<file path="config.mk">
export PLATFORM = sky130hd
export DESIGN_NAME = flit_source
export DESIGN_NICKNAME = d
export VERILOG_FILES = /design/src/rtl/flit_source.sv
export SDC_FILE = /design/constraint.sdc
export NUM_CORES = 1
export LEC_CHECK = 0
export ABC_AREA = 1
export ABC_CLOCK_PERIOD_IN_PS = 19000
export BUFFER_PORTS_ARGS = -buffer_cell sky130_fd_sc_hd__buf_2
export CAP_MARGIN = 20
export CORE_MARGIN = 2
export CORE_UTILIZATION = 67
export CTS_CLUSTER_SIZE = 25
export DETAILED_ROUTE_END_ITERATION = 7
export PLACE_DENSITY = 0.86
export SLEW_MARGIN = 20
export SYNTH_ARGS = -nofsm -noshare
export SYNTH_HDL_FRONTEND = slang
export SYNTH_SLANG_ARGS = --single-unit
export TNS_END_PERCENT = 100
</file>
<file path="constraint.sdc">
create_clock -name clk -period 19 [get_ports clk]
set_input_delay 3.8 -clock clk [delete_from_list [all_inputs] [get_ports clk]]
set_output_delay 3.8 -clock clk [all_outputs]
set_load 0.02 [all_outputs]
</file>
<file path="src/rtl/flit_source.sv">
// Randomised packet traffic source for one credit-flow-controlled router input channel.
// Optional: define FLIT_SOURCE_ERROR_CHECK_EN to flag and drop credit overflows.
module flit_source #(
    parameter int initial_seed       = 0,
    parameter int inject_rate        = 50,
    parameter int buffer_size        = 64,
    parameter int num_vcs            = 8,
    parameter int max_payload_length = 4,
    parameter int min_payload_length = 1,
    parameter int route_info_width   = 14,
    parameter int enable_link_pm     = 1,
    parameter int flit_data_width    = 64,
    localparam int vc_idx_width      = (num_vcs > 1) ? $clog2(num_vcs) : 1,
    localparam int flow_ctrl_width   = 1 + vc_idx_width,
    localparam int channel_width     = enable_link_pm + 2 + vc_idx_width + flit_data_width
) (
    input  logic                       clk,
    input  logic                       reset,
    input  logic                       enable,
    output logic [channel_width-1:0]   channel,
    input  logic [flow_ctrl_width-1:0] flow_ctrl,
    output logic [31:0]                packets_sent,
    output logic                       error
);
    localparam int credits_per_vc       = buffer_size / num_vcs;
    localparam int credit_width         = $clog2(credits_per_vc + 1);
    localparam int len_range            = max_payload_length - min_payload_length + 1;
    localparam int payload_length_width = (len_range > 1) ? $clog2(len_range) : 1;
    localparam int seq_field_width      = flit_data_width - route_info_width - payload_length_width;
    localparam int rem_width            = $clog2(max_payload_length + 1);
    localparam logic [credit_width-1:0] credits_full = credit_width'(credits_per_vc);
    localparam logic [vc_idx_width-1:0] last_vc      = vc_idx_width'(num_vcs - 1);
    localparam logic [63:0]             rng_seed     = 64'(initial_seed) ^ 64'h9E37_79B9_7F4A_7C15;

    typedef enum logic [1:0] {IDLE, HEAD, BODY} state_t;

    state_t                        state, state_next;
    logic [63:0]                   rng;
    logic [vc_idx_width-1:0]       vc_q, rr_ptr, pick_vc;
    logic [rem_width-1:0]          len_q, remaining, pick_len;
    logic [route_info_width-1:0]   route_q, route_draw;
    logic [flit_data_width-1:0]    seq, head_data;
    logic [payload_length_width-1:0] len_field;
    logic [credit_width-1:0]       credits [num_vcs];
    logic [num_vcs-1:0]            credit_inc, credit_dec;
    logic                          ch_valid, ch_head;
    logic [vc_idx_width-1:0]       ch_vc;
    logic [flit_data_width-1:0]    ch_data;
    logic [15:0]                   draw;
    logic                          draw_pass, found, has_credit, start, send, tail;
    logic                          credit_valid;
    logic [vc_idx_width-1:0]       credit_vc;
    int                            idx;

    function automatic logic [63:0] xorshift64(input logic [63:0] x);
        logic [63:0] y;
        y = x ^ (x << 13);
        y = y ^ (y >> 7);
        y = y ^ (y << 17);
        return y;
    endfunction

    assign credit_valid = flow_ctrl[flow_ctrl_width-1];
    assign credit_vc    = flow_ctrl[vc_idx_width-1:0];

    // One free-running generator feeds the gate draw, the length draw and the route field.
    assign draw       = rng[15:0] % 16'd100;
    assign draw_pass  = draw < 16'(inject_rate);
    assign pick_len   = rem_width'(min_payload_length + int'(rng[23:16]) % len_range);
    assign route_draw = route_info_width'(rng[63:24]);
    assign len_field  = payload_length_width'(int'(len_q) - min_payload_length);
    assign head_data  = {seq[seq_field_width-1:0], len_field, route_q};
    assign has_credit = credits[vc_q] != '0;

    // Round-robin search for the first VC with credit, starting at the pointer.
    always_comb begin
        found   = 1'b0;
        pick_vc = '0;
        idx     = 0;
        for (int i = 0; i < num_vcs; i++) begin
            idx = (int'(rr_ptr) + i) % num_vcs;
            if (!found && credits[idx] != '0) begin
                found   = 1'b1;
                pick_vc = vc_idx_width'(idx);
            end
        end
    end

    // NOTE: every always_comb output gets a default first so no path can infer a latch.
    always_comb begin
        state_next = state;
        start      = 1'b0;
        send       = 1'b0;
        case (state)
            IDLE: if (enable && draw_pass && found) begin
                start      = 1'b1;
                state_next = HEAD;
            end
            HEAD: if (has_credit && draw_pass) begin
                send       = 1'b1;
                state_next = BODY;
            end
            BODY: if (has_credit && draw_pass) begin
                send = 1'b1;
                if (remaining == rem_width'(1)) state_next = IDLE;
            end
            default: state_next = IDLE;
        endcase
    end

    assign tail = send && (state == BODY) && (remaining == rem_width'(1));

`ifdef FLIT_SOURCE_ERROR_CHECK_EN
    logic overflow, error_q;
`endif

    always_comb begin
`ifdef FLIT_SOURCE_ERROR_CHECK_EN
        overflow = 1'b0;
`endif
        for (int v = 0; v < num_vcs; v++) begin
            credit_dec[v] = send && (vc_q == vc_idx_width'(v));
            credit_inc[v] = credit_valid && (credit_vc == vc_idx_width'(v));
`ifdef FLIT_SOURCE_ERROR_CHECK_EN
            if (credit_inc[v] && credits[v] == credits_full) begin
                overflow      = 1'b1;
                credit_inc[v] = 1'b0;
            end
`endif
        end
    end

    // NOTE: sequential state uses non-blocking assignments so every register samples pre-edge values.
    always_ff @(posedge clk) begin
        if (reset) begin
            state        <= IDLE;
            rng          <= rng_seed;
            vc_q         <= '0;
            rr_ptr       <= '0;
            len_q        <= '0;
            route_q      <= '0;
            remaining    <= '0;
            seq          <= '0;
            ch_valid     <= 1'b0;
            ch_vc        <= '0;
            ch_head      <= 1'b0;
            ch_data      <= '0;
            packets_sent <= '0;
            // NOTE: the credit array is a handful of flops, not RAM, so it is reset with the rest.
            for (int v = 0; v < num_vcs; v++) credits[v] <= credits_full;
        end else begin
            state <= state_next;
            rng   <= xorshift64(rng);
            if (start) begin
                vc_q    <= pick_vc;
                rr_ptr  <= (pick_vc == last_vc) ? '0 : pick_vc + 1'b1;
                len_q   <= pick_len;
                route_q <= route_draw;
            end
            if (send) begin
                seq       <= seq + 1'b1;
                remaining <= (state == HEAD) ? len_q : remaining - 1'b1;
            end
            ch_valid <= send;
            ch_vc    <= send ? vc_q : '0;
            ch_head  <= send && (state == HEAD);
            ch_data  <= !send ? '0 : ((state == HEAD) ? head_data : seq);
            if (tail) packets_sent <= packets_sent + 32'd1;
            for (int v = 0; v < num_vcs; v++) begin
                if (credit_inc[v] && !credit_dec[v])      credits[v] <= credits[v] + 1'b1;
                else if (!credit_inc[v] && credit_dec[v]) credits[v] <= credits[v] - 1'b1;
            end
        end
    end

`ifdef FLIT_SOURCE_ERROR_CHECK_EN
    always_ff @(posedge clk) begin
        if (reset) error_q <= 1'b0;
        else if ((credit_valid && int'(credit_vc) >= num_vcs) || overflow) error_q <= 1'b1;
    end
    assign error = error_q;
`else
    assign error = 1'b0;
`endif

    generate
        if (enable_link_pm != 0) begin : g_link_pm
            assign channel = {(state != IDLE) || ch_valid, ch_valid, ch_vc, ch_head, ch_data};
        end else begin : g_no_link_pm
            assign channel = {ch_valid, ch_vc, ch_head, ch_data};
        end
    endgenerate
endmodule
</file>
# Word level (Yosys, flattened, before mapping)
# Memory sizes are Yosys's and may differ from the RTL's. A register that Yosys moved wholly into a read port is not among the register bits.
# Index checks and enable logic that the tools add are counted.
# totals
wordCells,278
reg_bits,257
memories,1
output_inout_bits,103
mem_bits_rw,32
# classes
addsub,29
eq_ne,22
reduce_logical,85
bitwise,20
muxes,106
magnitude_cmp,1
div_mod_pow,1
# memory_table
name,words,word_bits,read_ports,rd_clocked_by_memory_dff,wr,line_no,text
credits,8,4,17,2,8,44,logic [credit_width-1:0] credits [num_vcs];
# ops
operator,count
XOR 64 bit,2
two-way mux 1 bit,70
"adder 64 x 1 -> 64 bit, second input constant",1
two-way mux 4 bit,16
two-way mux 64 bit,1
XOR 64 x 57 -> 64 bit,1
logical AND 1 bit,45
two-way mux 3 bit,14
nonzero test 4 bit,9
"adder 32 x 1 -> 32 bit, second input constant",1
"adder 4 x 1 -> 4 bit, second input constant",8
"subtractor 4 x 1 -> 4 bit, second input constant",8
"equality test 3 bit, second input constant",9
logical NOT 1 bit,23
"less-than comparator 16 x 6 -> 1 bit, second input constant",1
"remainder unit 16 x 7 -> 16 bit, second input constant",1
bitwise OR 1 bit,16
"adder 3 bit, second input constant",4
"equality test 3 x 2 -> 1 bit, second input constant",4
"equality test 3 x 1 -> 1 bit, second input constant",3
two-way mux 2 bit,4
"!= test 2 bit, second input constant",4
"adder 3 x 1 -> 3 bit, second input constant",2
"adder 3 x 2 -> 3 bit, second input constant",2
other kinds (13),15

# Longest topological paths before layout
# logic_depth
depth_word,28
ltp_mapped,66
ltp_nobuf,64

# Least setup slack after synthesis
# OpenSTA, ideal clock, no wires.
# synth_path
path_type,register -> register
startpoint,register rng[11]
endpoint,"memory credits[3][3] in the netlist's numbering, data pin"
stages_incl_launch_ff,57
setup_ns,0.252
path_slack_ns,12.977
arrival_time_ns,5.771
path_cell_list,dfxtp_1 -> buf_6 -> nor2_4 -> nand2_2 -> nand2_4 -> o211ai_1 -> o21ai_2 -> nand2_1 -> nand2_2 -> nor2_2 -> nand2_2 -> nand2_2 -> nand2_1 -> nand2_1 -> nor2_2 -> nand2_2 -> nand2_2 -> nand2_2 -> [21 not listed] -> nand2_2 -> nand2_1 -> nand2_1 -> nand2_1 -> nor2_2 -> nand2_2 -> nand4_2 -> buf_4 -> nor2_2 -> nand2_2 -> inv_1 -> ha_1 -> a21oi_1 -> nand2_1 -> xor2_1 -> nand3_1 -> nand2_1 -> nand2_1
# synth_lines
item,line_no,text
start: declaration,38,logic [63:0] rng;
start signal: assignment,137,rng <= rng_seed;
start signal: assignment,153,rng <= xorshift64(rng);
end: declaration,44,

==> metrics.csv <==
stage,metric,value,unit
detailed_routing,initial DRC count,1868,
synth,top post-synthesis cells by area,"dfxtp_1, nand2_1, xnor2_1",
detailed_routing,drt first pass iters,6,
clocking,Bufs on Longest Clock Path,3,
sta,Setup Skew,30.1,ps
synth,Synth top cells by count,"nand2_1, nor2_1, dfxtp_1",
synth,"flops & latches, synth",295,
detailed_routing,post-DR wirelength/cell,17.0,µm
placement,RD Place Congestion,0.971,
synth,Mapped Area,17600,µm²
clocking,CTS HTree Levels,1,
layout,layout cells sized above 1,12.0,%
global_routing,GR Overflow Total,0,
global_routing,initial antenna violation count,0,
floorplan,Die Span Y,166,µm
setup_path,critical path startpoint,rng[11],
layout,Fill cells,2040,
floorplan,die area,27600,µm²
setup_path,Critical R2R Launch,rng[11],
synth,"count leader, synth",nand2_1,
setup_path,CP Class,register to register,
clocking,total clock sinks,295,
detailed_routing,M1 wire length,20.2,mm
floorplan,I/O pin count,110,
setup_path,Crit Path Max Fanout,62,
synth,post-synthesis sequential area ratio,35.3,%
placement,IO buf count,108,
synth,"area leader, netlist",dfxtp_1,
detailed_routing,post-route ant nets,0,
flow_run,number of max-cap violations,0,
synth,library cells used by synthesis,63,
sta,worst slew pin tran,999,ps
layout,Final #Nets,2500,
setup_path,R2R Path End,credits[2][3],
clocking,count of hold-fix buffers inserted at cts,0,
detailed_routing,final WL,47.9,mm
synth,Yosys warning count,0,
clocking,Post CTS Setup Buffer Count,0,
status,status,"complete, no violations",
layout,ant diodes,0,
synth,dominant synthesized flop cell,dfxtp_1,
sta,Hold Fails Final Rpt,0,
global_routing,global-route wire length before repair,78.8,mm
floorplan,Core Region,26000,µm²
floorplan,Die X,166,µm
sta,Slew headroom,33.4,%
setup_path,Worst setup endpoint,credits[2][3],
setup_path,critical path's most frequent cell,nand2_2,
sta,WHS,455,ps
floorplan,FP Rows,59,
floorplan,starting density of the core,67.9,%
synth,Post-synth EDFFs,32,
worst_hold_path,HP Class,register to register,
clocking,number of gates resized after cts,0,
synth,syn_area_per_cell,7.34,µm²
global_routing,vias in the first global route,15767,
detailed_routing,DR DRC count,0,
placement,HPWL Detailed,34.3,mm
detailed_routing,metal2 WL,22.4,mm
clocking,CTS clock-pin slew for the worst setup and hold paths,60,ps
detailed_routing,metal3 WL,3.55,mm
sta,fmax,0.130,GHz
sta,Final period util,40.4,%
layout,multi-input logic area,9720,µm²
synth,Post-Synthesis Net Count,2443,
clocking,CTS tree,yes,
synth,asr flop ratio synth,0,%
setup_path,worst reg-to-reg path cell count,53,
setup_path,CP startpoint kind,register,
global_routing,Total GRT Usage,33.9,%
detailed_routing,Vias/cell,5.90,
sta,final worst path period need,7680,ps
setup_path,Worst Setup End Kind,register,
sta,"Setup violations, final",0,
setup_path,"Slowest-stage cell, CP",buf_4,
sta,RSZ-0062 raised after global routing,false,
detailed_routing,detailed-route via count,16624,
clocking,Clock Latency Late Sink,590,ps
setup_path,crit-path max cell delay,590,ps
clocking,CTS Buf Count,31,
layout,Area growth syn-to-layout,8.10,%
setup_path,CP arrival,7990,ps
sta,fin. max-slew vios,0,
setup_path,"setup slack, reg-to-reg",11320,ps
setup_path,critical path required time,19310,ps
global_routing,largest net degree at the start of global routing,84,
detailed_routing,max layer used,met4,
synth,Post-Syn Instances,2402,
sta,final setup TNS,0,ps
synth,post-synth top area share,29.9,%
layout,Sequential Area,6230,µm²
clocking,root buf cell,clkbuf_16,
[how the worst min path moves through the flow]
stage,end,from,cells after the start
6_report,route_q[2],route_q[2],2
4_1_cts,route_q[2],route_q[2],2
5_1_grt,route_q[2],route_q[2],2
3_5_place_dp,route_q[2],route_q[2],2
2_1_floorplan,len_q[2],len_q[2],2
3_3_place_gp,len_q[2],len_q[2],2
[registers in the layout, indices dropped and copies added (netlist names), named ones only]
| name | cells |
|---|---|
| ch_data | 64 |
| rng | 64 |
| seq | 64 |
| credits | 32 |
| packets_sent | 32 |
| route_q | 14 |
| ch_vc | 3 |
| len_q | 3 |
| remaining | 3 |
| rr_ptr | 3 |
| vc_q | 3 |
| state | 2 |
| ch_head | 1 |
| ch_valid | 1 |
[cell families after synthesis]
kind of cell,count (synthesis),share of synthesized area [%]
other,1,0.0213
DFF,295,35.3
AOI/OAI and AO/OA,419,14.2
and+or+nand+nor,1092,27.8
xor gates and xnor gates,208,10.3
buffers and inverters,353,9.69
adders and majority gates,34,2.71
[layout by cell type (no fill, tap or decap), types with 4 or more instances in the layout]
cell type,instances
a211oi_1,41
a211oi_2,24
a21oi_1,189
buf_2,107
buf_4,8
bufinv_16,7
clkbuf_16,31
clkinv_2,6
dfxtp_1,263
edfxtp_1,32
fa_1,7
ha_1,26
inv_1,250
inv_2,12
nand2_1,466
nand2_2,41
nand2_4,10
nand3_1,106
nand3_2,9
nand4_1,50
nor2_1,277
nor2_2,10
nor2_4,4
nor3_1,81
nor4_1,14
o211ai_1,9
o21ai_0,114
o21ai_1,13
o31ai_1,4
or2_2,7
xnor2_1,120
xor2_1,88
[worst max-delay path: cells and delay by family, from the launching register on]
kind                     cells  cell delay, ps
buffers and inverters        4             960
XOR/XNOR                     2             440
adder cells (fa/ha/maj)      1             290
AND/OR/NAND/NOR             43            4770
flip-flops                   1             560
AO/OA/AOI/OAI                3             380
[stage by stage]
step	area, µm²	util (%)	setup WS (ps)	instances
final	19100	73.4	11320	2817
after detailed placement	17900	69.1	11550	2761
after global routing	19100	73.4	10500	2817
after CTS	19100	73.4	11510	2817
after floorplan	17600	-	12980	2402
after global placement	17900	69.1	11990	2761
[layout make-up]
| cell class | count | share of cell area [%] |
|---|---|---|
| Multi-Input combinational cell | 1754 | 51.0 |
| Inverter | 262 | 5.16 |
| Tap cell | 335 | 2.20 |
| Clock inverter | 21 | 1.61 |
| Timing Repair Buffer | 115 | 3.12 |
| Sequential cell | 295 | 32.7 |
| Clock buffer | 35 | 4.25 |
[per-layer routing]
metal  global-route usage, %  vias up
met5                       0        -
met4                    11.9        0
met3                    3.93      128
met2                    57.3      782
met1                    45.2     7710
li1                        -     8004
Power is left out: the tool's default activity adds up to more than one toggle a clock period on the data nets, which glitch-free logic cannot reach.
